--- src/rtl/hazard_pkg.sv ---
// rtl/hazard_pkg.sv - shared types and constants for the pipeline hazard controller
// Contents: controller state enum, the hard-wired zero register address,
// and the default multiply occupancy.
package hazard_pkg;

  typedef enum logic [1:0] {
    RUN      = 2'd0,
    MUL_WAIT = 2'd1
  } state_e;

  localparam logic [4:0] ZERO_REG            = 5'd0;
  localparam int         DEFAULT_MUL_LATENCY = 4;

endpackage

--- src/rtl/sat_counter.sv ---
// rtl/sat_counter.sv - saturating event counter with synchronous clear
// Ports:
//   Clock_i  rising-edge clock
//   Reset_i  asynchronous active-high reset, zeroes the count
//   Inc_i    add one this cycle (ignored once the count is all-ones)
//   Clr_i    zero the count on the next edge, wins over Inc_i
//   Cnt_o    current count
module sat_counter #(
  parameter int W = 16
) (
  input  logic         Clock_i,
  input  logic         Reset_i,
  input  logic         Inc_i,
  input  logic         Clr_i,
  output logic [W-1:0] Cnt_o
);

  localparam logic [W-1:0] ONE = {{(W-1){1'b0}}, 1'b1};

  logic [W-1:0] cnt_q, cnt_d;

  always_comb begin
    cnt_d = cnt_q;
    if (Clr_i) begin
      cnt_d = '0;
    end else if (Inc_i && (cnt_q != '1)) begin
      cnt_d = cnt_q + ONE;
    end
  end

  always_ff @(posedge Clock_i or posedge Reset_i) begin
    if (Reset_i) begin
      cnt_q <= '0;
    end else begin
      cnt_q <= cnt_d;
    end
  end

  assign Cnt_o = cnt_q;

endmodule

--- src/rtl/hazard_ctrl.sv ---
// rtl/hazard_ctrl.sv - stall/bubble/flush sequencing for the 5-stage pipeline
// Ports:
//   Clock_i, Reset_i            clock, asynchronous active-high reset
//   RsAddrD_i, RtAddrD_i        source registers of the DEC instruction
//   UsesRsD_i, UsesRtD_i        DEC instruction actually reads Rs / Rt
//   MemReadE_i, RAddrE_i        EX instruction is a load, and its destination
//   MULOpE_i                    EX instruction is a multi-cycle multiply
//   BranchTakenE_i              branch/jump in EX resolved taken
//   ClearCnt_i                  clear both performance counters
//   StallF_o/StallD_o/StallE_o  hold PC, IF/DEC, DEC/EX
//   FlushD_o                    clear IF/DEC to NOP
//   BubbleE_o/BubbleM_o         load NOP into DEC/EX, EX/MEM
//   MulBusy_o                   multiply wait in progress
//   StallCnt_o/FlushCnt_o       saturating stall-cycle and flush-event counts
module hazard_ctrl
  import hazard_pkg::*;
#(
  parameter int MUL_LATENCY = DEFAULT_MUL_LATENCY,
  parameter int CNT_W       = 16
) (
  input  logic             Clock_i,
  input  logic             Reset_i,
  input  logic [4:0]       RsAddrD_i,
  input  logic [4:0]       RtAddrD_i,
  input  logic             UsesRsD_i,
  input  logic             UsesRtD_i,
  input  logic             MemReadE_i,
  input  logic [4:0]       RAddrE_i,
  input  logic             MULOpE_i,
  input  logic             BranchTakenE_i,
  input  logic             ClearCnt_i,
  output logic             StallF_o,
  output logic             StallD_o,
  output logic             StallE_o,
  output logic             FlushD_o,
  output logic             BubbleE_o,
  output logic             BubbleM_o,
  output logic             MulBusy_o,
  output logic [CNT_W-1:0] StallCnt_o,
  output logic [CNT_W-1:0] FlushCnt_o
);

  localparam int            MCW       = $clog2(MUL_LATENCY + 1);
  localparam bit            MUL_MULTI = (MUL_LATENCY > 1);
  localparam logic [MCW-1:0] CNT_ONE  = MCW'(1);
  localparam logic [MCW-1:0] CNT_LOAD = MCW'(MUL_LATENCY - 1);

  state_e         state_q, state_d;
  logic [MCW-1:0] mul_cnt_q, mul_cnt_d;

  logic mul_stall, flush, load_use, rs_hit, rt_hit;

  always_comb begin
    // The multiply stalls from its first EX cycle; the final cycle in
    // MUL_WAIT (count reaches 1) lets the result advance to EX/MEM.
    mul_stall = ((state_q == RUN) && MULOpE_i && MUL_MULTI) ||
                ((state_q == MUL_WAIT) && (mul_cnt_q != CNT_ONE));
    flush     = BranchTakenE_i && !mul_stall;
    rs_hit    = UsesRsD_i && (RsAddrD_i == RAddrE_i);
    rt_hit    = UsesRtD_i && (RtAddrD_i == RAddrE_i);
    // The bubble inserted here moves the load to MEM next cycle, so a pair
    // only ever stalls once. A taken branch kills the dependent anyway.
    load_use  = MemReadE_i && (RAddrE_i != ZERO_REG) && (rs_hit || rt_hit) &&
                !mul_stall && !BranchTakenE_i;
  end

  // Controls are forced low while reset is held so an aborted multiply
  // releases the pipeline without waiting for a clock edge.
  assign StallF_o  = !Reset_i && (mul_stall || load_use);
  assign StallD_o  = !Reset_i && (mul_stall || load_use);
  assign StallE_o  = !Reset_i && mul_stall;
  assign BubbleM_o = !Reset_i && mul_stall;
  assign FlushD_o  = !Reset_i && flush;
  assign BubbleE_o = !Reset_i && (flush || load_use);
  assign MulBusy_o = (state_q == MUL_WAIT);

  always_comb begin
    state_d   = state_q;
    mul_cnt_d = mul_cnt_q;
    case (state_q)
      RUN: begin
        if (MULOpE_i && MUL_MULTI) begin
          state_d   = MUL_WAIT;
          mul_cnt_d = CNT_LOAD;
        end
      end
      MUL_WAIT: begin
        // MULOpE is ignored here: it is the same instruction still in EX.
        mul_cnt_d = mul_cnt_q - CNT_ONE;
        if (mul_cnt_q == CNT_ONE) begin
          state_d = RUN;
        end
      end
      default: begin
        state_d   = RUN;
        mul_cnt_d = '0;
      end
    endcase
  end

  always_ff @(posedge Clock_i or posedge Reset_i) begin
    if (Reset_i) begin
      state_q   <= RUN;
      mul_cnt_q <= '0;
    end else begin
      state_q   <= state_d;
      mul_cnt_q <= mul_cnt_d;
    end
  end

  sat_counter #(.W(CNT_W)) u_stall_cnt (
    .Clock_i (Clock_i),
    .Reset_i (Reset_i),
    .Inc_i   (StallF_o),
    .Clr_i   (ClearCnt_i),
    .Cnt_o   (StallCnt_o)
  );

  sat_counter #(.W(CNT_W)) u_flush_cnt (
    .Clock_i (Clock_i),
    .Reset_i (Reset_i),
    .Inc_i   (FlushD_o),
    .Clr_i   (ClearCnt_i),
    .Cnt_o   (FlushCnt_o)
  );

endmodule

--- config.mk ---
export PLATFORM = sky130hd
export DESIGN_NAME = hazard_ctrl
export DESIGN_NICKNAME = d
export VERILOG_FILES = /design/src/rtl/hazard_pkg.sv /design/src/rtl/sat_counter.sv /design/src/rtl/hazard_ctrl.sv
export SDC_FILE = /design/constraint.sdc
export NUM_CORES = 1
export LEC_CHECK = 0
export CORE_MARGIN = 1
export CORE_UTILIZATION = 35
export DETAILED_ROUTE_END_ITERATION = 7
export GPL_ROUTABILITY_DRIVEN = 0
export SYNTH_ARGS = -nofsm -noshare
export SYNTH_HDL_FRONTEND = slang
export SYNTH_HIERARCHICAL = 1
export SYNTH_SLANG_ARGS = --single-unit
--- constraint.sdc ---
create_clock -name Clock_i -period 2.5 [get_ports Clock_i]
set_clock_uncertainty 0.2 [all_clocks]
set_input_delay 0.25 -clock Clock_i [delete_from_list [all_inputs] [get_ports Clock_i]]
set_output_delay 0.25 -clock Clock_i [all_outputs]
set_load 0.005 [all_outputs]
# Word level (Yosys, flattened, before mapping)
# Cells that the tools add are included.
# totals
wordCells	52
out_inout_bits	39
regBits	37
inputBits	23
# classes
addsub	3
eq_ne	9
n_reduce_logical	27
n_mux	9
# op_table
operator	n
16-bit two-way mux	4
16-bit by 1-bit adder with 16-bit output (second input constant)	2
16-bit inequality test (second input constant)	2
1-bit logical AND	15
5-bit equality test	2
3-bit one-hot mux with 2 select lines	1
5-bit nonzero test	1
1-bit logical OR	4
2-bit two-way mux	2
2-bit one-hot mux with 2 select lines	1
2-bit nonzero test	2
3-bit by 1-bit equality test with 1-bit output (second input constant)	1
1-bit logical NOT	3
3-bit two-way mux	1
3-bit by 1-bit inequality test with 1-bit output (second input constant)	1
3-bit by 1-bit subtractor with 3-bit output (second input constant)	1
2-bit by 1-bit equality test with 1-bit output (second input constant)	1
2-bit logical NOT	1
2-bit by 1-bit inequality test with 1-bit output (second input constant)	1
2-bit inequality test (second input constant)	1
2-bit AND reduction	1

# Logic depth before layout (Yosys ltp)
# depth
depth_word	11
depth_mapped	11
ltp_nobuf	10

# Cells and area by module
# The synthesis kept the hierarchy.
# by_module_without_submodules
module	area_per_inst_um2	seq_area_each_um2	cells_each	instances
sat_counter	932.1	400.4	101	2
hazard_ctrl	401.6	100.1	45	1

# Worst setup path before layout
# No wires, ideal clock.
# synth_timing
kind	input -> register
from	in RAddrE_i[3]
to	reg u_stall_cnt.cnt_q[13], in the netlist u_stall_cnt/Cnt_o[13]
slack_ns	-0.341
t_arrival_ns	2.564
setup_ns	0.078
path_buffers	1
required_ns	2.222
cell_stages	9
cell_sequence	xor2_1 > nor4_2 > a32oi_1 > o41ai_2 > clkbuf_2 > nand3_1 > or4_4 > or4_1 > a21oi_1
# synth_via
elab_chain_len	10
elab_cells_between_ends	14
classes_between	eq/ne: 2; reduce/logical: 12
# synth_lines
element	line	rtl
from (decl)	hazard_ctrl.sv:28	input logic [4:0] RAddrE_i,
5-bit equality test, on equally long branches	hazard_ctrl.sv:59, hazard_ctrl.sv:60	
1-bit logical AND, on equally long branches	hazard_ctrl.sv:59, hazard_ctrl.sv:60	
1-bit logical OR	hazard_ctrl.sv:63	load_use = MemReadE_i && (RAddrE_i != ZERO_REG) && (rs_hit || rt_hit) &&
1-bit logical AND * (2 in series)	hazard_ctrl.sv:63	
1-bit logical AND *	hazard_ctrl.sv:64	!mul_stall && !BranchTakenE_i;
1-bit logical OR *	--	
1-bit logical AND *	--	
named net StallD_o	hazard_ctrl.sv:33	output logic StallD_o,
1-bit logical AND *	sat_counter.sv:26	end else if (Inc_i && (cnt_q != '1)) begin
2-bit nonzero test (no line) *	--	
to (signal assigned)	sat_counter.sv:35	cnt_q <= cnt_d;
to (decl)	sat_counter.sv:20	logic [W-1:0] cnt_q, cnt_d;
# The timed path passes the listed nets; every way through them passes the cells marked *.
# A chain may end at the register's enable or synchronous reset.

# Final worst setup path
# layout_timing
from	reg mul_cnt_q[0]
to	reg u_stall_cnt.cnt_q[13], in the netlist u_stall_cnt/Cnt_o[13]
# layout_via
elab_chain_len	10
# layout_lines
element	line	rtl
from (decl)	hazard_ctrl.sv:49	logic [MCW-1:0] mul_cnt_q, mul_cnt_d;
from (signal assigned)	hazard_ctrl.sv:107	mul_cnt_q <= mul_cnt_d;
3-bit by 1-bit inequality test with 1-bit output *	hazard_ctrl.sv:57	((state_q == MUL_WAIT) && (mul_cnt_q != CNT_ONE));
1-bit logical AND *	hazard_ctrl.sv:57	
1-bit logical OR *	hazard_ctrl.sv:56	mul_stall = ((state_q == RUN) && MULOpE_i && MUL_MULTI) ||
1-bit logical NOT	hazard_ctrl.sv:64	
1-bit logical AND	hazard_ctrl.sv:63	
1-bit logical AND	hazard_ctrl.sv:64	
1-bit logical OR *	hazard_ctrl.sv:69	assign StallF_o = !Reset_i && (mul_stall || load_use);
1-bit logical AND *	hazard_ctrl.sv:69	
1-bit logical AND *	sat_counter.sv:26	
2-bit nonzero test (no line) *	--	
# Mark *: on every way between the ends. The rest lies on a longest branch, timed or not.

==> qor.log <==
[power] leakage dissipation 0.00142 µW
[sta] Final Max Tran Viols 0
[sta] Worst-Margin Slew 0.700 ns
[sta] unrepaired setup endpoints after global routing true
[clock_network] CTS Hold Buffers Added 0
[yosys] flops & latches, synth 36
[critical_path] crit path kind register to register
[clock_network] worst skew pair latency 0.30 ns
[floorplanning] # rows 28
[global_routing] pin count of the biggest net entering global routing 17
[placed_design] cell area reported after detailed placement 3180 µm²
[cells_and_area] commonest non-fill, non-tap cells in the layout sky130_fd_sc_hd__buf_4, sky130_fd_sc_hd__clkdlybuf4s50_1, sky130_fd_sc_hd__dfrtp_1, sky130_fd_sc_hd__a21oi_1, sky130_fd_sc_hd__or4_4
[floorplanning] die outline width 82.5 µm
[outcome] failing checks negative setup slack
[flow_run] reported max-cap violation count 0
[critical_path] Arrival @ worst endpoint 2.73 ns
[yosys] Cell variety after synth 39
[placed_design] number of buffers inserted by port buffering 61
[cells_and_area] post-route cell area 3580 µm²
[floorplanning] starting density of the core 37.2%
[global_routing] global-route usage over all layers 19.8%
[sta] total negative slack -1.01 ns
[sta] fmax 0.371 GHz
[clock_network] CTS Sinks 36
[route] count of nets left with antenna violations after detail routing 0
[floorplanning] number of placed I/O pins 62
[route] count of unresolved DRC violations after routing 0
[critical_path] element type at the critical path start register
[clock_network] number of buffers between clock root and the deepest sink 2
[critical_path] worst-case register-to-register setup slack -0.20 ns
[sta] slew margin rel. 52.9%
[power] power density of the placed cells 519 nW/µm²
[clock_network] clock root buffer sky130_fd_sc_hd__clkbuf_8
[global_routing] first-pass GRT wire length 9.96 mm
[cells_and_area] number of nets in the final layout 380
[floorplanning] Floorplan Core Area 6100 µm²
[sta] setup-violating endpoint count in the final report 9
[yosys] proportion of synthesized chip area in sequential cells 39.8%
[clock_network] depth of the CTS H-tree 2
[sta] final hold violation count 0
[global_routing] remaining global-route overflow 0
[critical_path] CP max FO 3
[hold_path] Hold/Removal Path Class primary input to asynchronous set/reset pin
[yosys] area of the mapped netlist 2270 µm²
[outcome] result of the run complete, but fails checks
[route] total number of vias 2354
[route] drt total wl 6.52 mm
[clock_network] CTS clk-pin slew, worst paths 0.08 ns
[yosys] number of nets in the synthesized netlist 274
[cells_and_area] layout overhead on the synthesized area 58.0%
[yosys] Warnings, synthesis 6
[yosys] synthesized area per cell 9.17 µm²
[placed_design] dpl hpwl 4.56 mm
[clock_network] TritonCTS clock tree built
[power] worst vdd rail ir drop 349 µV
[sta] min cycle time layout 2.70 ns
[clock_network] number of buffers created by CTS 5
[global_routing] initial antenna violation count 0
[cells_and_area] ANT cells 0
[route] number of iterations in the first detailed-routing pass 4
[floorplanning] height of the die 82.5 µm
[cells_and_area] share of layout cells above drive strength 1 33.6%
[yosys] Cells after Synth 247
[floorplanning] die area 6800 µm²
[global_routing] vias in the first global route 2110
[cells_and_area] Final Util 58.7%
[sta] smallest setup slack after layout -0.197 ns
[critical_path] required time of the critical path 2.53 ns
[critical_path] critical path endpoint category register
[cells_and_area] most common cell after layout, fill and taps aside sky130_fd_sc_hd__buf_4
[route] routed length per instance 15.2 µm
[route] number of vias per cell 5.49
[route] DRT iter0 DRCs 172
[sta] final critical-path share of the clock period 108%
==> state kept, by name (all words and copies together) (netlist names) <==
name / cells
state_q: 1
mul_cnt_q: 3
u_stall_cnt/Cnt_o: 16
u_flush_cnt/Cnt_o: 16
==> area by class of cell <==
type	count	area (µm²)
fillers	592	2520
multi-input cells	190	1470
repair buffers	110	962
flip-flops and latches	36	901
well taps	75	93.8
clock buffers	5	68.8
clock inverters	3	42.5
inverters	10	37.5
==> path summary, 6_finish.rpt <==
path                                               start                                end  cells past startpoint
worst max-delay path            mul_cnt_q[0]$_DFFE_PP0P_  u_stall_cnt/Cnt_o[13]$_DFFE_PP0P_                     10
worst min-delay path                             Reset_i           mul_cnt_q[2]$_DFFE_PP0P_                      3
min in group Clock_i            mul_cnt_q[0]$_DFFE_PP0P_           mul_cnt_q[0]$_DFFE_PP0P_                      2
max in group asynchronous                        Reset_i  u_stall_cnt/Cnt_o[14]$_DFFE_PP0P_                      3
worst min register to register  mul_cnt_q[0]$_DFFE_PP0P_           mul_cnt_q[0]$_DFFE_PP0P_                      2
worst max register to register  mul_cnt_q[0]$_DFFE_PP0P_  u_stall_cnt/Cnt_o[13]$_DFFE_PP0P_                     10
==> power breakdown <==
part | switching (µW) | total (µW) | internal [µW]
sequential | 47.9 | 676 | 628
combinational | 258 | 648 | 390
clock | 238 | 534 | 295
==> what timing repair did <==
item                       4_1_cts  5_1_grt
setup endpoints to repair       21       22
buffers inserted                10        4
resized for setup               51       48
pin swaps                       19       11
==> per-stage QoR <==
stage          total power, µW  hold WS, ns  cells  setup WS, ns
2_1_floorplan              935       -0.176    247        -0.324
3_3_place_gp              1220        0.350    407        -0.642
3_5_place_dp              1220        0.359    407        -0.708
4_1_cts                   1810        0.198    425        -0.158
5_1_grt                   1950        0.307    429        -0.314
6_report                  1860        0.289    429        -0.197
==> Yosys cell counts (all sizes together) <==
master	count	share of area [%]
clkbuf	4	0.77
nor2b	6	1.7
dfrtp	36	40
and4	2	0.77
and2	2	0.55
nand4	10	4.1
o2bb2ai	1	0.39
or3	15	4.3
o21ai	12	2.8
o31ai	10	3.3
xor2	9	3.5
o41ai	5	2.3
xnor2	2	0.77
or4	17	6.1
nand2b	5	1.4
dlygate4sd1	2	0.77
inv	10	1.7
nand2	15	2.5
o22a	1	0.39
nor3	10	2.2
a32oi	1	0.39
mux2	4	2.0
buf	5	1.7
nor4	8	2.5
mux2i	2	0.88
nor2	7	1.2
a31oi	2	0.55
nand3	14	3.1
ha	4	2.2
a21oi	26	5.7
==> routing by layer <==
metal	wire length [µm]	part of all wire [%]	vias to the layer above	track usage, %
met3	314	4.8	6	4.84
li1	-	-	1149	-
met2	3230	50	54	31.5
met4	86	1.3	0	7.37
met5	0	0	-	0
met1	2890	44	1145	25.8
==> worst max-delay path, stage by stage, from the launching register on <==
cell and delay, ns:
sky130_fd_sc_hd__dfrtp_1 0.39, sky130_fd_sc_hd__ha_2 0.18, sky130_fd_sc_hd__nand2_1 0.06, sky130_fd_sc_hd__o22a_1 0.20, sky130_fd_sc_hd__nand2_2 0.09, sky130_fd_sc_hd__o41ai_2 0.06
sky130_fd_sc_hd__buf_4 0.18, sky130_fd_sc_hd__nand3_4 0.08, sky130_fd_sc_hd__or4_4 0.56, sky130_fd_sc_hd__or4_4 0.53, sky130_fd_sc_hd__a21oi_2 0.13
==> cells by family after synthesis <==
logic type | synth area share (%)
AND/OR/NAND/NOR | 30.2
AO/OA/AOI/OAI | 15.8
flip-flops | 39.8
buffers and inverters | 4.86
XOR/XNOR | 4.25
multiplexers | 2.87
adder cells (fa/ha/maj) | 2.21
Note: power is estimated with default switching activity, not from simulation.
